[src/rtl/plot_sink_pkg.sv]
// Shared constants and types for the plot_sink framebuffer writer.
// The address helper is defined here so that all users compute it the same way.
package plot_sink_pkg;
  localparam int SCREEN_W = 160;
  localparam int SCREEN_H = 120;
  localparam int FB_WORDS = 19200;
  localparam int ADDR_W   = 15;

  localparam logic [ADDR_W-1:0] LAST_ADDR      = ADDR_W'(FB_WORDS - 1);
  localparam logic [14:0]       PLOT_COUNT_MAX = 15'h7FFF;

  typedef enum logic [1:0] {
    IDLE  = 2'd0,
    DRAIN = 2'd1,
    CLEAR = 2'd2
  } state_t;

  typedef struct packed {
    logic [ADDR_W-1:0] addr;
    logic [2:0]        colour;
  } fifo_entry_t;

  // y*160 + x without a multiplier: 160 = 128 + 32.
  function automatic logic [ADDR_W-1:0] calc_addr(input logic [7:0] x, input logic [6:0] y);
    logic [ADDR_W-1:0] y_w;
    y_w = {8'd0, y};
    return (y_w << 7) + (y_w << 5) + {7'd0, x};
  endfunction
endpackage

[src/rtl/plot_sink_fifo.sv]
// plot_fifo: synchronous DEPTH-entry FIFO of plot entries with a combinational head,
// so an entry written on one edge is visible to the drain logic in the very next cycle.
module plot_fifo
  import plot_sink_pkg::*;
#(
  parameter int DEPTH = 16
) (
  input  logic                    clk,
  input  logic                    rst_n,
  input  logic                    i_push,
  input  fifo_entry_t             i_din,
  input  logic                    i_pop,
  output logic                    o_full,
  output logic                    o_empty,
  output logic [$clog2(DEPTH):0]  o_count,
  output fifo_entry_t             o_head
);
  localparam int AW = $clog2(DEPTH);
  localparam logic [AW:0] FULL_CNT = DEPTH[AW:0];
  localparam logic [AW:0] PTR_ONE  = {{AW{1'b0}}, 1'b1};

  fifo_entry_t r_mem [DEPTH];
  logic [AW:0] r_wr_ptr;
  logic [AW:0] r_rd_ptr;
  logic        w_do_push;
  logic        w_do_pop;

  // Pointers carry one extra wrap bit so full and empty are distinguishable.
  assign o_count   = r_wr_ptr - r_rd_ptr;
  assign o_full    = (o_count == FULL_CNT);
  assign o_empty   = (r_wr_ptr == r_rd_ptr);
  assign o_head    = r_mem[r_rd_ptr[AW-1:0]];
  assign w_do_push = i_push && !o_full;
  assign w_do_pop  = i_pop && !o_empty;

  always_ff @(posedge clk) begin
    if (w_do_push) begin
      r_mem[r_wr_ptr[AW-1:0]] <= i_din;
    end
  end

  always_ff @(posedge clk) begin
    if (!rst_n) begin
      r_wr_ptr <= '0;
      r_rd_ptr <= '0;
    end else begin
      if (w_do_push) r_wr_ptr <= r_wr_ptr + PTR_ONE;
      if (w_do_pop)  r_rd_ptr <= r_rd_ptr + PTR_ONE;
    end
  end
endmodule

[src/rtl/plot_sink.sv]
// plot_sink: queues VGA plot requests and drains them, or a full-screen clear,
// into a framebuffer write port that can apply backpressure through fb_ready.
module plot_sink
  import plot_sink_pkg::*;
#(
  parameter int DEPTH = 16
) (
  input  logic        clk,
  input  logic        rst_n,
  input  logic [7:0]  vga_x,
  input  logic [6:0]  vga_y,
  input  logic [2:0]  vga_colour,
  input  logic        vga_plot,
  input  logic        clear,
  output logic [14:0] fb_addr,
  output logic [2:0]  fb_wdata,
  output logic        fb_we,
  input  logic        fb_ready,
  output logic        busy,
  output logic        overflow,
  output logic        oor,
  output logic [14:0] plot_count
);
  localparam int CW = $clog2(DEPTH) + 1;
  localparam logic [CW-1:0] CNT_ONE = {{(CW-1){1'b0}}, 1'b1};

  state_t        r_state;
  state_t        w_state_next;
  logic          r_clear_pending;
  logic [14:0]   r_clr_addr;
  logic          r_overflow;
  logic          r_oor;
  logic [14:0]   r_plot_count;

  logic          w_full;
  logic          w_empty;
  logic [CW-1:0] w_count;
  fifo_entry_t   w_head;
  fifo_entry_t   w_din;
  logic          w_in_range;
  logic          w_plot_live;
  logic          w_push;
  logic          w_xfer;
  logic          w_pop;
  logic          w_clear_done;
  logic          w_drain_done;

  // Plots are swallowed without side effects once a clear has been requested.
  assign w_in_range   = (vga_x < 8'(SCREEN_W)) && (vga_y < 7'(SCREEN_H));
  assign w_plot_live  = vga_plot && !r_clear_pending && (r_state != CLEAR);
  assign w_push       = w_plot_live && w_in_range && !w_full;
  assign w_din        = '{addr: calc_addr(vga_x, vga_y), colour: vga_colour};
  assign w_xfer       = fb_we && fb_ready;
  assign w_pop        = (r_state == DRAIN) && w_xfer;
  assign w_clear_done = (r_state == CLEAR) && w_xfer && (r_clr_addr == LAST_ADDR);
  // True when the FIFO will hold nothing after this edge.
  assign w_drain_done = !w_push && (w_empty || ((w_count == CNT_ONE) && w_pop));

  plot_fifo #(.DEPTH(DEPTH)) u_fifo (
    .clk     (clk),
    .rst_n   (rst_n),
    .i_push  (w_push),
    .i_din   (w_din),
    .i_pop   (w_pop),
    .o_full  (w_full),
    .o_empty (w_empty),
    .o_count (w_count),
    .o_head  (w_head)
  );

  // IDLE leaves on the accepting edge itself so the write appears one cycle later.
  always_comb begin
    w_state_next = r_state;
    fb_we        = 1'b0;
    fb_addr      = '0;
    fb_wdata     = '0;
    case (r_state)
      IDLE: begin
        if (r_clear_pending && w_empty) w_state_next = CLEAR;
        else if (!w_empty || w_push)    w_state_next = DRAIN;
      end
      DRAIN: begin
        fb_we = !w_empty;
        if (!w_empty) begin
          fb_addr  = w_head.addr;
          fb_wdata = w_head.colour;
        end
        if (w_drain_done) w_state_next = r_clear_pending ? CLEAR : IDLE;
      end
      CLEAR: begin
        fb_we   = 1'b1;
        fb_addr = r_clr_addr;
        if (w_clear_done) w_state_next = IDLE;
      end
      default: w_state_next = IDLE;
    endcase
  end

  always_ff @(posedge clk) begin
    if (!rst_n) begin
      r_state         <= IDLE;
      r_clear_pending <= 1'b0;
      r_clr_addr      <= '0;
      r_overflow      <= 1'b0;
      r_oor           <= 1'b0;
      r_plot_count    <= '0;
    end else begin
      r_state <= w_state_next;
      if (w_clear_done) begin
        r_clear_pending <= 1'b0;
        r_clr_addr      <= '0;
        r_overflow      <= 1'b0;
        r_oor           <= 1'b0;
        r_plot_count    <= '0;
      end else begin
        if (clear) r_clear_pending <= 1'b1;
        if ((r_state == CLEAR) && w_xfer) r_clr_addr <= r_clr_addr + 15'd1;
        if (w_plot_live && !w_in_range) r_oor <= 1'b1;
        if (w_plot_live && w_in_range && w_full) r_overflow <= 1'b1;
        if (w_push && (r_plot_count != PLOT_COUNT_MAX)) r_plot_count <= r_plot_count + 15'd1;
      end
    end
  end

  assign busy       = (r_state != IDLE) || !w_empty || r_clear_pending;
  assign overflow   = r_overflow;
  assign oor        = r_oor;
  assign plot_count = r_plot_count;
endmodule

[config.mk]
export PLATFORM = sky130hd
export DESIGN_NAME = plot_sink
export DESIGN_NICKNAME = d
export VERILOG_FILES = /design/src/rtl/plot_sink_pkg.sv /design/src/rtl/plot_sink_fifo.sv /design/src/rtl/plot_sink.sv
export SDC_FILE = /design/constraint.sdc
export NUM_CORES = 1
export LEC_CHECK = 0
export CORE_AREA = 2 2 163 204
export CTS_CLUSTER_SIZE = 10
export DETAILED_ROUTE_END_ITERATION = 10
export DIE_AREA = 0 0 165 206
export SLEW_MARGIN = 20
export SYNTH_ARGS = -nofsm -noshare
export SYNTH_HDL_FRONTEND = slang
export SYNTH_SLANG_ARGS = --single-unit
[constraint.sdc]
create_clock -name clk -period 3.7 [get_ports clk]
set_input_delay 0.925 -clock clk [delete_from_list [all_inputs] [get_ports clk]]
set_output_delay 0.925 -clock clk [all_outputs]
set_load 0.05 [all_outputs]
==> After elaboration in Yosys (flattened, before gate mapping) <==
Memory sizes are Yosys's and may differ from the RTL's. A register that Yosys moved wholly into a read port is not among the register bits.
Cells that the tools add are included.
Widths: inputs -> output; s select.
{ "totals": {"mem_count": 1, "input_bits": 23, "ram_bits": 288, "register_bits": 45, "word_cells": 75} }
{ "classes": {"addsub": 7, "n_reduce_logical": 30, "n_lt_le_gt_ge": 2, "bitwise": 1, "eq_ne": 11, "muxes": 15} }
{ "mem_list": {"columns": ["name", "words", "word_bits", "rd", "rd_ports_with_merged_regs", "wr", "line_no", "text"], "rows": [
  ["u_fifo.r_mem", 16, 18, 1, 1, 1, "plot_sink_fifo.sv:22", "fifo_entry_t r_mem [DEPTH];"]
]} }
{ "ops": {"columns": ["operator", "count"], "rows": [
  ["$add 15x1->15 const B", 2],
  ["$pmux 15 s2", 1],
  ["$logic_and 1x1->1", 17],
  ["$add 14x12->15", 1],
  ["$add 15x8->15", 1],
  ["$eq 15x15->1 const B", 1],
  ["$mux 15", 1],
  ["$ne 15x15->1 const B", 1],
  ["$add 5x1->5 const B", 2],
  ["$mux 2", 5],
  ["$lt 8x8->1 const B", 1],
  ["$mux 4", 2],
  ["$lt 7x7->1 const B", 1],
  ["$mux 3", 2],
  ["$ne 2x2->1 const B", 3],
  ["$pmux 2 s3", 1],
  ["$eq 5x1->1 const B", 1],
  ["$eq 5x5->1", 1],
  ["$eq 5x5->1 const B", 1],
  ["$logic_not 1->1", 5],
  ["$sub 5x5->5", 1],
  ["$logic_or 1x1->1", 4],
  ["$ne 3x3->1 const B", 1],
  ["$reduce_and 3->1", 1],
  ["other kinds (8)", 9]
]} }

==> Depth between registers and ports, before layout <==
{ "logic_depth": {"ltp_word": 10, "depth_mapped": 11, "mapped_depth_nobuf": 10} }

==> Modules after synthesis <==
Synthesis repeated with hierarchy kept, for this count alone.
{ "hier_totals": {"hier_cells": 781, "area_unflattened_um2": 14028.5} }
{ "by_module_without_submodules": {"columns": ["mod", "cells_each", "area_per_inst_um2", "n_inst", "seq_area_each_um2"], "rows": [
  ["plot_fifo", 504, 11702.5, 1, 8928.6],
  ["plot_sink", 277, 2326.0, 1, 700.7]
]} }

==> Worst setup path before layout <==
OpenSTA, ideal clock, no wires.
{ "synth_timing": {"path_kind": "reg2reg", "start": "reg u_fifo.r_wr_ptr[0]", "end": "mem u_fifo.r_mem[0][0] (netlist bit) (enable)", "path_buffers": 1, "required_time_ps": 3284, "path_stages_with_launch": 11, "synth_period_minus_slack_ps": 3822, "path_slack_ps": -122, "setup_time_ps": 416, "t_arrival_ps": 3406, "path_cell_list": "dfxtp_1 inv_1 ha_1 fa_1 nand2b_1 a21oi_1 mux2i_1 a21oi_2 buf_2 nand2_1 nor3_1"} }
{ "synth_between": {"elab_chain_cells": 7} }
{ "synth_lines": {"columns": ["item", "line_no", "text"], "rows": [
  ["start: declaration", "plot_sink_fifo.sv:23", "logic [AW:0] r_wr_ptr;"],
  ["start signal: assignment", "plot_sink_fifo.sv:47", "if (w_do_push) r_wr_ptr <= r_wr_ptr + PTR_ONE;"],
  ["$sub 5x5->5", "plot_sink_fifo.sv:29", "assign o_count = r_wr_ptr - r_rd_ptr;"],
  ["$eq 5x5->1", "plot_sink_fifo.sv:30", "assign o_full = (o_count == FULL_CNT);"],
  ["$logic_not 1->1", "plot_sink_fifo.sv:33, plot_sink.sv:51", null],
  ["$logic_and 1x1->1", "plot_sink.sv:51", "assign w_push = w_plot_live && w_in_range && !w_full;"],
  ["$logic_and 1x1->1", "plot_sink_fifo.sv:33", "assign w_do_push = i_push && !o_full;"],
  ["$mux 1", "plot_sink_fifo.sv:37", "if (w_do_push) begin"],
  ["$mux 1 (not written as such)", "plot_sink_fifo.sv:38", "r_mem[r_wr_ptr[AW-1:0]] <= i_din;"],
  ["end: declaration", "plot_sink_fifo.sv:22", null]
]} }
Several ways; a longest one is shown, not always the timed one.

==> reports/metrics.yaml <==
logic_synthesis:
  seq_area_frac_synth: 0.6912
  synth_nets: 823
  syn_inst: 770
  async_reset_ff_frac: 0
  synth_cell_type_count: 51
  ys_ff_latch: 337
  yosys-top-cells-count: "edfxtp_1, mux4_2, nor2_1"
  synth_area_leader_cell: "edfxtp_1"
  ys_top_cells_by_area: "edfxtp_1, mux4_2, dfxtp_1, ha_1, nor2_1"
  avgSynthCellArea_um2: 18.09
  synth_top_flop_cell: "edfxtp_1"
  synth.most_common_cell: "edfxtp_1"
  synth_warnings: 0
  synth_area_um2: 13930
  synth_edf_count: 288
  synth_top_area_frac: 0.6207
drt:
  drt_iter0_drc: 557
  via_per_inst: 5.595
  drc: 0
  post_drt_wl_per_cell_um: 24.37
  postRouteAntennaNets: 0
  drtPass1Iterations: 5
  drt_wl_total_um: 31950
  vias: 7335
global_routing:
  antenna_found_initial: 0
  grt_use_total: 0.1942
  overflow: 0
  grt_pass1_vias: 7797
  grt_max_degree: 73
  grt_pass1_wl_um: 47690
timing:
  fin_setup_tns_ps: 0
  worst_pin_slew_ps: 963.9
  min_period_over_period: 0.9972
  min_period_ps: 3690
  fmax_ghz: 0.2710
  finClkSkew_ps: 10.62
  rsz0062_at_grt: "true"
  relSlewSlack: 0.3552
  layout_setup_ws_ps: 10.37
  maxSlewViolCount: 0
  finalHoldViolations: 0
  setup_viol_count_final: 0
finish:
  multi_input_area_um2: 4167
  layout-drive-gt1-share: 0.2553
  area_growth_pct: 21.41
  nets: 931
  regArea_um2: 9635
  num-fill-cells: 2495
  antennaDiodeCount: 0
  fin_area_um2: 16920
cts:
  cts_root_buf: "clkbuf_16"
  cts_buffers: 39
  clock_sinks: 337
  cts_tree: "yes"
  htree_levels: 2
  insertion_delay_ps: 540
  clk_pin_slew_worst_paths_ps: 50
  clk_path_buf_depth: 3
pwr:
  p_leak_uw: 0.005376
  power.density_nw_per_um2: 501.4
  ir_drop_mv: 0.2911
critical_path:
  startpoint_type: "register"
  worstPathCellList: "buf_12 -> mux4_2 -> mux4_2 -> a22oi_1 -> nor2b_1 -> buf_4"
  path_class: "register to primary output"
  slowest_stage: "mux4_2"
  worstPathArrival_ps: 2760
  crit_top_cell: "mux4_2"
  cp-end-kind: "primary output"
  worstPathMaxFanout: 24
  cp_slowest_stage_delay_ps: 540
  cp.required_ps: 2770
min_path:
  hp-class: "register to register"
die:
  core_um2: 32310
  rows: 74
  ios: 60
  dieArea_um2: 33990
  start_util: 0.4312
  die_h_um: 206
  die_x_um: 165
placed_design:
  place_area_um2: 15640
  preCtsSetupSlack_ps: -398.4
  port-buffer-count: 59
  dp_hpwl_um: 18180
  gp_congestion: 0.8179
flow_run:
  drv_cap: 0
run_status:
  run_status: "completed"
metrics by stage:
stage | utilization | instances | power [uW] | hold slack, ps
finish | 0.5235 | 1311 | 8481 | 486.0
global route | 0.5235 | 1311 | 8759 | 513.5
CTS | 0.5190 | 1306 | 8534 | 487.9
detailed placement | 0.4841 | 1248 | 5121 | 479.4
global placement | 0.4841 | 1248 | 5080 | 463.8
floorplan | - | 770 | 4834 | 455.4
per-layer routing:
metal  track usage  vias to the layer above  wire (um)
met5             0                        -          0
met4       0.05870                        0        701
met3       0.02830                       55       1376
met2        0.3537                      217      17240
met1        0.2379                     3824      12630
li1              -                     3239          -
placed cells by master, fill, tap and decap left out, drive strengths merged, types with 2 or more instances in the layout:
master         Yosys  routed
o21bai             2       2
or3                2       2
o21a               2       2
a21oi             11      11
fa                 3       3
xor2              24      24
nand3b             2       2
nand4             19      19
nand2b             3       3
ha                27      27
xnor2             18      18
inv               14      15
nand2             26      26
mux2i              6       6
o21ai              6       6
dfxtp             49      49
nand3              9       9
or2                2       2
nor2b             20      20
clkbuf            18      57
mux4              90      90
nor3               6       6
and2              14      14
nor2              59      59
edfxtp           288     288
and3               3       3
a31oi              3       3
clkdlybuf4s50      0      39
a22oi             15      15
buf               18      61
sequential cells by signal, indices dropped and copies added (netlist names), named ones only:
register         count
oor                  1
overflow             1
plot_count          15
r_clear_pending      1
r_clr_addr          15
r_state              2
u_fifo.r_mem       288
u_fifo.r_rd_ptr      5
u_fifo.r_wr_ptr      5
report_power, final:
group	switching (uW)	total (uW)	leakage [uW]	internal (uW)
Sequential	24.9	4290	0.00299	4270
Combinational	461	772	0.00185	310
Clock	1410	3420	0.000532	2010
Total	1900	8480	0.00538	6590
worst max-delay path: cells and delay by family (launching register included):
family                 cells  cell delay (ps)
muxes                      2             1070
DFF                        1              440
buffers and inverters      2              430
AOI/OAI and AO/OA          1              190
and+or+nand+nor            1               80
cells by family after synthesis:
| group | count (synthesis) | share of synthesized area |
|---|---|---|
| DFF | 337 | 0.6912 |
| and+or+nand+nor | 170 | 0.06143 |
| muxes | 96 | 0.1522 |
| buffers and inverters | 50 | 0.01796 |
| AOI/OAI and AO/OA | 45 | 0.02227 |
| xor gates and xnor gates | 42 | 0.02640 |
| adders and majority gates | 30 | 0.02856 |
worst paths after layout:
| path | startpoint | end | slack, ps | depth (start not counted) |
|---|---|---|---|---|
| worst min-delay path | r_state[0] | r_state[0] | 490 | 2 |
| worst min register to register | r_state[0] | r_state[0] | 490 | 2 |
| worst max register to register | u_fifo.r_wr_ptr[0] | r_state[1] | 490 | 11 |
| worst max-delay path | register | fb_addr[13] | 10 | 6 |
cell type report:
cell class              count  area share
clock buffers              55     0.06376
clock inverters             1    0.001184
inverters                  14    0.003107
multi-input cells         383      0.2463
flip-flops and latches    337      0.5696
well taps                 418     0.03092
repair buffers            103     0.08507
timing repair:
action / in CTS / in global routing
endpoints found under the setup margin: 19 / 32
pin swaps: 0 / 0
gates resized for setup: 3 / 11
buffers inserted: 2 / 2
gates cloned: 0 / 3
hold buffers: 0 / 0
Note: power is estimated with default switching activity, not from simulation.
